**src/rtl/fifo_pkg.sv**
```systemverilog
// Shared constants and helpers for the FIFO read-side blocks.
package fifo_pkg;

  localparam int FWFT_DEPTH = 3;
  localparam int FWFT_CNT_W = 2;

  typedef logic [FWFT_CNT_W-1:0] fwft_idx_t;

  // Buffer indices wrap at FWFT_DEPTH rather than at the natural 2-bit boundary.
  function automatic fwft_idx_t fwft_next_idx(input fwft_idx_t idx);
    return (idx == fwft_idx_t'(FWFT_DEPTH - 1)) ? '0 : idx + fwft_idx_t'(1);
  endfunction

endpackage

```
**src/rtl/rptr_fwft_out_if.sv**
```systemverilog
// Read-side handshake between the pointer/memory stage, the FWFT front end and its consumer.
interface rptr_fwft_out_if #(
  parameter int DSIZE = 8
);

  logic             rempty;
  logic [DSIZE-1:0] rdata;
  logic             rinc;
  logic             m_valid;
  logic [DSIZE-1:0] m_data;
  logic             m_ready;

  modport master (
    input  rempty,
    input  rdata,
    output rinc,
    output m_valid,
    output m_data,
    input  m_ready
  );

  modport slave (
    output rempty,
    output rdata,
    input  rinc,
    input  m_valid,
    input  m_data,
    output m_ready
  );

endinterface

```
**src/rtl/rptr_fwft_out.sv**
```systemverilog
// First-word-fall-through read front end: prefetches FIFO words into a 3-entry output buffer.
// Optional accepted-word counter (port pop_cnt) enabled by macro RPTR_FWFT_POPCNT_EN.
module rptr_fwft_out
  import fifo_pkg::*;
#(
  parameter int DSIZE = 8
) (
  input  logic            rclk,
  input  logic            rrst,
  rptr_fwft_out_if.master bus
`ifdef RPTR_FWFT_POPCNT_EN
  ,
  output logic [15:0]     pop_cnt
`endif
);

  localparam logic [FWFT_CNT_W:0] DEPTH_LIM = FWFT_DEPTH[FWFT_CNT_W:0];

  logic [DSIZE-1:0]    buf_mem [FWFT_DEPTH];
  fwft_idx_t           count;
  fwft_idx_t           wr_idx;
  fwft_idx_t           rd_idx;
  logic                inflight;
  logic                capture;
  logic                pop;
  logic [FWFT_CNT_W:0] occupancy;

  // The outstanding read is counted as occupied, so a returning word always finds a free slot.
  assign occupancy   = {1'b0, count} + {{FWFT_CNT_W{1'b0}}, inflight};
  assign bus.rinc    = ~rrst & ~bus.rempty & (occupancy < DEPTH_LIM);

  assign capture     = inflight;
  assign pop         = bus.m_valid & bus.m_ready;
  assign bus.m_valid = (count != '0);
  assign bus.m_data  = buf_mem[rd_idx];

  always_ff @(posedge rclk or posedge rrst) begin
    if (rrst) begin
      count    <= '0;
      inflight <= 1'b0;
      wr_idx   <= '0;
      rd_idx   <= '0;
      for (int i = 0; i < FWFT_DEPTH; i++) begin
        buf_mem[i] <= '0;
      end
    end else begin
      inflight <= bus.rinc;
      if (capture) begin
        buf_mem[wr_idx] <= bus.rdata;
        wr_idx          <= fwft_next_idx(wr_idx);
      end
      if (pop) begin
        rd_idx <= fwft_next_idx(rd_idx);
      end
      case ({capture, pop})
        2'b10:   count <= count + fwft_idx_t'(1);
        2'b01:   count <= count - fwft_idx_t'(1);
        default: count <= count;
      endcase
    end
  end

`ifdef RPTR_FWFT_POPCNT_EN
  always_ff @(posedge rclk or posedge rrst) begin
    if (rrst) begin
      pop_cnt <= '0;
    end else if (pop) begin
      pop_cnt <= pop_cnt + 16'd1;
    end
  end
`endif

endmodule

```
**src/flat_wrapper.sv**
```systemverilog
// flat-port wrapper written by rule: the top's interface ports become plain ports
module rptr_fwft_out_flat import fifo_pkg::*;
#(
  parameter int DSIZE = 8
)
  (rclk, rrst, bus_rempty, bus_rdata, bus_rinc, bus_m_valid, bus_m_data, bus_m_ready);
  rptr_fwft_out_if #(.DSIZE(DSIZE)) bus_i ();
  input  logic rclk;
  input  logic rrst;
  input wire logic [$bits(bus_i.rempty)-1:0] bus_rempty;
  input wire logic [$bits(bus_i.rdata)-1:0] bus_rdata;
  output wire logic [$bits(bus_i.rinc)-1:0] bus_rinc;
  output wire logic [$bits(bus_i.m_valid)-1:0] bus_m_valid;
  output wire logic [$bits(bus_i.m_data)-1:0] bus_m_data;
  input wire logic [$bits(bus_i.m_ready)-1:0] bus_m_ready;
  assign bus_i.rempty = bus_rempty;
  assign bus_i.rdata = bus_rdata;
  assign bus_rinc = bus_i.rinc;
  assign bus_m_valid = bus_i.m_valid;
  assign bus_m_data = bus_i.m_data;
  assign bus_i.m_ready = bus_m_ready;
  rptr_fwft_out #(.DSIZE(DSIZE)) u_core (.rclk(rclk), .rrst(rrst), .bus(bus_i));
endmodule
```
**config.mk**
```make
export PLATFORM = sky130hd
export DESIGN_NAME = rptr_fwft_out_flat
export DESIGN_NICKNAME = d
export VERILOG_FILES = /design/src/rtl/fifo_pkg.sv /design/src/rtl/rptr_fwft_out_if.sv /design/src/rtl/rptr_fwft_out.sv /design/src/flat_wrapper.sv
export SDC_FILE = /design/constraint.sdc
export NUM_CORES = 1
export LEC_CHECK = 0
export CORE_MARGIN = 5
export CORE_UTILIZATION = 49
export CTS_BUF_LIST = sky130_fd_sc_hd__clkbuf_4
export CTS_CLUSTER_DIAMETER = 40
export DETAILED_ROUTE_END_ITERATION = 8
export GPL_ROUTABILITY_DRIVEN = 0
export HOLD_SLACK_MARGIN = 0.02
export PLACE_DENSITY = 0.74
export SLEW_MARGIN = 20
export SYNTH_ARGS = -nofsm -noshare
export SYNTH_HDL_FRONTEND = slang
export SYNTH_SLANG_ARGS = --single-unit
```
**constraint.sdc**
```tcl
create_clock -name rclk -period 1.4 [get_ports rclk]
set_input_delay 0.28 -clock rclk [delete_from_list [all_inputs] [get_ports rclk]]
set_output_delay 0.28 -clock rclk [all_outputs]
set_load 0.01 [all_outputs]
```
# [Yosys cells after proc, flatten, opt, wreduce, memory -nomap -nowiden]
# Index checks and enable logic that the tools add are counted.
[word_totals] regBits=31 input_bits=12 output_inout_bits=10 word_cells=39
[classes] addsub=5 n_lt_le_gt_ge=4 eq_ne=4 muxes=9 bitwise=7 reduce_logical=3
[ops] operator="bitwise mux 24 bit" n=1
[ops] operator="two-way mux 8 bit" n=3
[ops] operator="binary-select mux 8 bit (select 2 bit)" n=1
[ops] operator="demux 8 bit (select 2 bit)" n=1
[ops] operator="adder 2 x 1 -> 2 bit, second input constant" n=3
[ops] operator="== test 2 bit, second input constant" n=3
[ops] operator="greater-or-equal comparator 3 bit, second input constant" n=2
[ops] operator="inverter 2 -> 3 bit" n=2
[ops] operator="two-way mux 2 bit" n=2
[ops] operator="one-hot mux 2 bit (2 select lines)" n=1
[ops] operator="nonzero test 2 bit" n=2
[ops] operator="adder 2 x 1 -> 3 bit" n=1
[ops] operator="bitwise AND 1 bit" n=3
[ops] operator="less-than comparator 3 x 1 -> 1 bit, second input constant" n=1
[ops] operator="less-than comparator 3 x 2 -> 1 bit, second input constant" n=1
[ops] operator="== test 2 x 1 -> 1 bit, second input constant" n=1
[ops] operator="inverter 1 bit" n=2
[ops] operator="subtractor 2 x 1 -> 2 bit, second input constant" n=1
[ops] operator="logical AND 1 bit" n=1

# [Depth between registers and ports, before layout]
# Gate-level depths: netlist of run 1.
[logic_depth] depth_word=6 ltp_mapped=6

# [Least setup slack after synthesis of run 1]
# No wires, ideal clock.
[synth_path] path_kind="register to output" from="reg u_core.count[0]" to="out bus_rinc" arrival_time_ns=1.641 setup_slack_ns=-0.521 stages_incl_launch_ff=4 n_path_buf=0 cell_sequence="dfrtp_1 > ha_1 > ha_1 > a2111oi_0"
[synth_between] elab_chain_len=3
[synth_lines] item="start: declaration" line_no="rptr_fwft_out.sv:20" source="fwft_idx_t count;"
[synth_lines] item="start signal: assignment" line_no="rptr_fwft_out.sv:56" source="2'b10: count <= count + fwft_idx_t'(1);"
[synth_lines] item="start signal: assignment" line_no="rptr_fwft_out.sv:57" source="2'b01: count <= count - fwft_idx_t'(1);"
[synth_lines] item="start signal: assignment" line_no="rptr_fwft_out.sv:58" source="default: count <= count;"
[synth_lines] item="adder 2 x 1 -> 3 bit" line_no="rptr_fwft_out.sv:29" source="assign occupancy = {1'b0, count} + {{FWFT_CNT_W{1'b0}}, inflight};"
[synth_lines] item="less-than comparator 3 x 2 -> 1 bit" line_no="rptr_fwft_out.sv:30" source="assign bus.rinc = ~rrst & ~bus.rempty & (occupancy < DEPTH_LIM);"
[synth_lines] item="bitwise AND 1 bit" line_no="rptr_fwft_out.sv:30"
[synth_lines] item="end: declaration" line_no="flat_wrapper.sv:12" source="output wire logic [$bits(bus_i.rinc)-1:0] bus_rinc;"
# Every way passes these cells.

# [Worst setup path in the final report of run 1]
[layout_path] from="reg u_core.inflight (netlist: u_core.capture)" to="out bus_rinc"
[layout_between] elab_chain_len=3
[layout_lines] item="start: declaration" line_no="rptr_fwft_out.sv:23" source="logic inflight;"
[layout_lines] item="start signal: assignment" line_no="rptr_fwft_out.sv:47" source="inflight <= bus.rinc;"
[layout_lines] item="adder 2 x 1 -> 3 bit" line_no="rptr_fwft_out.sv:29"
[layout_lines] item="less-than comparator 3 x 2 -> 1 bit" line_no="rptr_fwft_out.sv:30"
[layout_lines] item="bitwise AND 1 bit" line_no="rptr_fwft_out.sv:30"
# Every way passes these cells.

==> results.toml, run 1 <==
[logic_synthesis]
netlist_instances = 107
ys_seq_area_share_pct = 54.48
syn-num-nets = 122
yosys_warnings = 0
syn_area_um2 = 1424
synth.distinct_cells = 25
postSynthAreaPerCell_um2 = 13.31
ys_ff_latch = 31

[detailed_routing]
drc = 0
drt_iter0_drc = 21
vias_per_cell = 5.312
wl_per_cell_um = 17.22
dr.pass1.iters = 4
vias = 1004
wirelength_um = 3254
drtAntennaViolNets = 0

[sta]
setup_ws_ps = -504.4
finClkSkew_ps = 8.657
fin_crit_sh_pct = 136.0
hold_viol = 0
slew_headroom_pct = 82.53
timing.hold.ws_ps = 364.1
period_minus_slack_ps = 1904
slew_viol_final = 0
worst_slew_pin_slew_ps = 262.0
finalSetupTns_ps = -3453
grt_setup_unrepaired = "true"
clock.fmax_mhz = 525.1
finalSetupViolCount = 29

[floorplanning]
dieArea_um2 = 4084
start_util_pct = 51.19
num_io_pins = 22
row_count = 19
coreArea_um2 = 2781
chipHeight_um = 63.91
die_width_um = 63.91

[finish]
final_util_pct = 73.64
drive_above_1_share_pct = 58.86
area_growth_pct = 43.85
fill_cells = 193
nNetsFinal = 173
diodes = 0

[clock_tree]
cts.reportedPaths.clkPinSlew_ps = 90
h-tree-depth = 2
cts_tree = "built"
insertion_delay_ps = 340
clock-sinks = 31
clk_path_buf_depth = 2
cts.hold.buffers_added = 0
numCtsBuffers = 5
cts-root-buf = "clkbuf_4"

[setup_path]
cp.arrival_ps = 1620
worstPathMaxFanout = 2
required_ps = 1120
critical_path_class = "reg -> out"
startpoint_type = "register"
crit_path_end_kind = "output port"

[outcome]
status = "finished, violations left"
violations = "setup timing"

[run]
drv_cap = 0

[hold_path]
worstHoldPathType = "in -> async"

[place]
portBuffers = 21
post-dp-hpwl_um = 2197
pre_cts_ws_ps = -604.7

[global_routing]
grt-ovfl-total = 0
grt_pass1_vias = 1113
grt_max_degree = 32
grt_pass1_wl_um = 5437
antenna_found_initial = 0
globalRouteTotalUtil_pct = 17.85

[pwr]
leakagePower_nw = 0.9531
max-vdd-ir-drop_uv = 2214
cellPowerDensity_nw_per_um2 = 2384
==> metal layers <==
metal	GRT usage, %	vias up	share of wire (%)
met5	0	-	0
met4	9.610	0	3.3
met3	7.881	12	5.5
met2	29.40	24	52
met1	19.10	490	39
li1	-	478	-
==> what timing repair did <==
item                                    CTS  global route
buffers inserted                          7             1
gates resized for setup                  64            17
pin swaps                                10             8
endpoints found under the setup margin   28            27
==> sequential cells by signal, summed over array words and instances (netlist names) <==
| name | cells |
|---|---|
| u_core.buf_mem | 24 |
| u_core.count | 2 |
| u_core.rd_idx | 2 |
| u_core.wr_idx | 2 |
| u_core.capture | 1 |
==> Yosys cell counts <==
| master | count | share of area, % |
|---|---|---|
| clkbuf_1 | 1 | 0.26 |
| buf_2 | 1 | 0.35 |
| inv_2 | 2 | 0.53 |
| o22ai_1 | 1 | 0.44 |
| xnor2_1 | 2 | 1.2 |
| a2111oi_0 | 1 | 0.62 |
| dfrtp_1 | 31 | 54 |
| mux2_2 | 16 | 13 |
| nand2b_1 | 1 | 0.44 |
| mux2i_1 | 8 | 5.6 |
| nor3_4 | 1 | 1.1 |
| or2_2 | 1 | 0.44 |
| buf_6 | 1 | 0.79 |
| inv_1 | 2 | 0.53 |
| nor2_1 | 1 | 0.26 |
| nand2_1 | 9 | 2.4 |
| nand3_1 | 1 | 0.35 |
| o21ai_0 | 10 | 3.5 |
| or3_1 | 1 | 0.44 |
| ha_1 | 3 | 2.6 |
| nor3_1 | 1 | 0.35 |
| a21o_1 | 2 | 1.1 |
| mux2_4 | 8 | 8.4 |
| xor2_1 | 1 | 0.62 |
| nor2b_1 | 1 | 0.44 |
==> cells in the final DEF, fill, tap and decap left out, types with 3 or more instances in the layout <==
master           netlist  layout
buf_2                  1       9
buf_4                  0      16
buf_6                  1      10
mux2_4                 8       8
clkdlybuf4s50_1        0      11
nand2_2                0       4
mux2_2                16      16
mux2i_1                8       6
dfrtp_1               31      30
o21ai_1                0       4
o21ai_2                0       3
inv_2                  2       3
nand2_1                9       4
clkbuf_4               0       6
==> cell families after synthesis <==
logic type                 count (synthesis)  synth area share [%]
muxes                                     32                 26.71
buffers and inverters                      7                 2.460
xor gates and xnor gates                   3                 1.846
adders and majority gates                  3                 2.636
and+or+nand+nor                           17                 6.239
AOI/OAI and AO/OA                         14                 5.624
DFF                                       31                 54.48
==> power breakdown <==
part           switching, mW  internal [mW]
sequential             0.299           1.35
combinational           1.08           1.47
clock                  0.294          0.387
==> layout make-up <==
class | instances | area (µm²) | area share [%]
Tap cell | 31 | 38.79 | 1.894
Sequential cell | 31 | 777.0 | 37.94
Multi-Input combinational cell | 69 | 734.5 | 35.86
Inverter | 4 | 15.01 | 0.7330
Timing Repair Buffer | 47 | 407.9 | 19.91
Clock buffer | 6 | 45.04 | 2.199
Clock inverter | 1 | 30.03 | 1.466
==> critical path, stage by stage, from the launching register on <==
cell and delay [ps]:
dfrtp_1 390, ha_2 200, ha_4 220, a2111oi_4 300, buf_2 190
==> worst paths after layout <==
check,from,endpoint,slack (ps),cells past startpoint
max,u_core.capture,bus_rinc,-500,4
min,rrst,u_core.rd_idx[0],360,3
max reg2reg,u_core.count[1],u_core.count[1],-240,9
min reg2reg,u_core.buf_mem[16],u_core.buf_mem[16],510,1
max in group asynchronous,rrst,u_core.rd_idx[0],860,3
min in group rclk,u_core.buf_mem[16],u_core.buf_mem[16],510,1
==> per-stage QoR <==
step,instances,cell area [µm²],total power [mW]
6_report,189,2048,4.883
5_1_grt,189,2048,5.206
4_1_cts,190,2001,4.716
3_5_place_dp,178,1862,3.945
3_3_place_gp,178,1862,3.830
2_1_floorplan,107,1455,2.857
No activity file was read; power rests on OpenSTA's default activity.
==> run 2, diff against run 1 <==
--- a/config.mk
+++ b/config.mk
@@ -8,11 +8,12 @@
 export CORE_MARGIN = 5
 export CORE_UTILIZATION = 49
 export CTS_BUF_LIST = sky130_fd_sc_hd__clkbuf_4
-export CTS_CLUSTER_DIAMETER = 40
+export CTS_CLUSTER_DIAMETER = 60
 export DETAILED_ROUTE_END_ITERATION = 8
 export GPL_ROUTABILITY_DRIVEN = 0
 export HOLD_SLACK_MARGIN = 0.02
 export PLACE_DENSITY = 0.74
+export RECOVER_POWER = 50
 export SLEW_MARGIN = 20
 export SYNTH_ARGS = -nofsm -noshare
 export SYNTH_HDL_FRONTEND = slang
==> results.toml, run 2 (synthesized netlist as in run 1, its figures left out) <==
[global_routing]
grt_max_degree = 32
antenna_found_initial = 0
grt_pass1_vias = 1113
grt_pass1_wl_um = 5437
globalRouteTotalUtil_pct = 17.85
grt-ovfl-total = 0

[clock_tree]
cts_tree = "built"
cts-root-buf = "clkbuf_4"
cts.reportedPaths.clkPinSlew_ps = 90
cts.hold.buffers_added = 0
h-tree-depth = 2
numCtsBuffers = 5
clk_path_buf_depth = 2
insertion_delay_ps = 340
clock-sinks = 31

[sta]
slew_viol_final = 0
finalSetupTns_ps = -3446
finalSetupViolCount = 29
fin_crit_sh_pct = 135.9
setup_ws_ps = -503.1
slew_headroom_pct = 48.68
timing.hold.ws_ps = 513.7
worst_slew_pin_slew_ps = 769.8
hold_viol = 0
period_minus_slack_ps = 1903
clock.fmax_mhz = 525.5
finClkSkew_ps = 8.777
grt_setup_unrepaired = "true"

[setup_path]
critical_path_class = "reg -> out"
crit_path_end_kind = "output port"
reg2reg_from = "u_core.count[1]"
r2r-end = "u_core.count[1]"
cp.arrival_ps = 1620
required_ps = 1120
startpoint_type = "register"
worstPathMaxFanout = 2
r2r_cells = 9
rrSetupSlack_ps = -240

[floorplanning]
start_util_pct = 51.19
die_width_um = 63.91
dieArea_um2 = 4084
row_count = 19
num_io_pins = 22
chipHeight_um = 63.91
coreArea_um2 = 2781

[finish]
diodes = 0
largest_reg_flops = 24
fill_cells = 195
final_util_pct = 73.10
finalNonFillerCells = 189
layout_commonest_cell = "dfrtp_1"
final_cell_mix = "dfrtp_1, mux2_2, buf_4, clkdlybuf4s50_1, buf_6"
nNetsFinal = 173
largest-register = "u_core.buf_mem"
drive_above_1_share_pct = 58.86
area_growth_pct = 42.79

[pwr]
cellPowerDensity_nw_per_um2 = 2399
leakagePower_nw = 0.9481
max-vdd-ir-drop_uv = 2213

[outcome]
status = "finished, violations left"
violations = "setup timing"

[detailed_routing]
drc = 0
vias_per_cell = 5.360
drt_iter0_drc = 37
wl_per_cell_um = 17.23
wirelength_um = 3256
drtAntennaViolNets = 0
dr.pass1.iters = 4
vias = 1013

[hold_path]
min_delay_worst_endpoint = "u_core.buf_mem[16]"
hold_start = "u_core.buf_mem[16]"
worstHoldPathType = "reg -> reg"
holdPathStages = 1

[place]
dp.cells = 178
portBuffers = 21
pre_cts_ws_ps = -604.7
post-dp-hpwl_um = 2197

[run]
drv_cap = 0
## run 2: changes by cell type in the layout (fill, tap and decap cells not counted), sizes merged
cell	previous run	this run
buf	36	35
dlygate4sd3	0	1
clkbuf	6	7
clkdlybuf4s50	11	10
## run 2: how the worst max path moves through the flow
stage | endpoint | cells after the start | slack (ps) | startpoint
CTS | bus_rinc | 4 | -530 | u_core.capture
floorplan | bus_rinc | 3 | -80 | u_core.count[0]
global route | bus_rinc | 4 | -580 | u_core.capture
finish | bus_rinc | 4 | -500 | u_core.capture
detailed placement | bus_rinc | 4 | -600 | u_core.capture
global placement | bus_rinc | 4 | -560 | u_core.capture
## run 2: timing repair
action,in CTS,in global routing
buffers inserted,7,1
gates resized for setup,64,17
pin swaps,10,8
setup endpoints to repair,28,27
## run 2: cell type report
| type | count | area (µm²) | area share, % |
|---|---|---|---|
| Inverter | 4 | 15.01 | 0.7385 |
| Timing Repair Buffer | 47 | 392.9 | 19.32 |
| Clock buffer | 6 | 45.04 | 2.215 |
| Tap cell | 31 | 38.79 | 1.908 |
| Multi-Input combinational cell | 69 | 734.5 | 36.12 |
| Sequential cell | 31 | 777.0 | 38.22 |
| Clock inverter | 1 | 30.03 | 1.477 |
## run 2: routing by layer
metal  wire, µm  GRT usage (%)
met1       1266          19.10
met4        105          9.610
met3        178          7.881
met2       1705          29.40
met5          0              0
## run 2: stage by stage
step / area (µm²) / total power [mW]
2_1_floorplan: 1455 / 2.857
3_3_place_gp: 1862 / 3.830
3_5_place_dp: 1862 / 3.945
4_1_cts: 2001 / 4.716
5_1_grt: 2033 / 5.200
6_report: 2033 / 4.877
## run 2: report_power, final
group | internal, mW | total (mW) | switching [mW]
Clock | 0.387 | 0.680 | 0.293
Sequential | 1.35 | 1.65 | 0.299
Combinational | 1.46 | 2.55 | 1.08
Total | 3.20 | 4.88 | 1.68
## run 2: critical path, cell delays in order (launching register included)
cell and delay (ps):
dfrtp_1 390, ha_2 200, ha_4 220, a2111oi_4 290, buf_2 190
==> run 3, diff against run 2 <==
--- a/config.mk
+++ b/config.mk
@@ -18,3 +18,4 @@
 export SYNTH_ARGS = -nofsm -noshare
 export SYNTH_HDL_FRONTEND = slang
 export SYNTH_SLANG_ARGS = --single-unit
+export TNS_END_PERCENT = 100
==> results of run 3 <==
Final layout, timing and power as in run 2 (identical DEF).
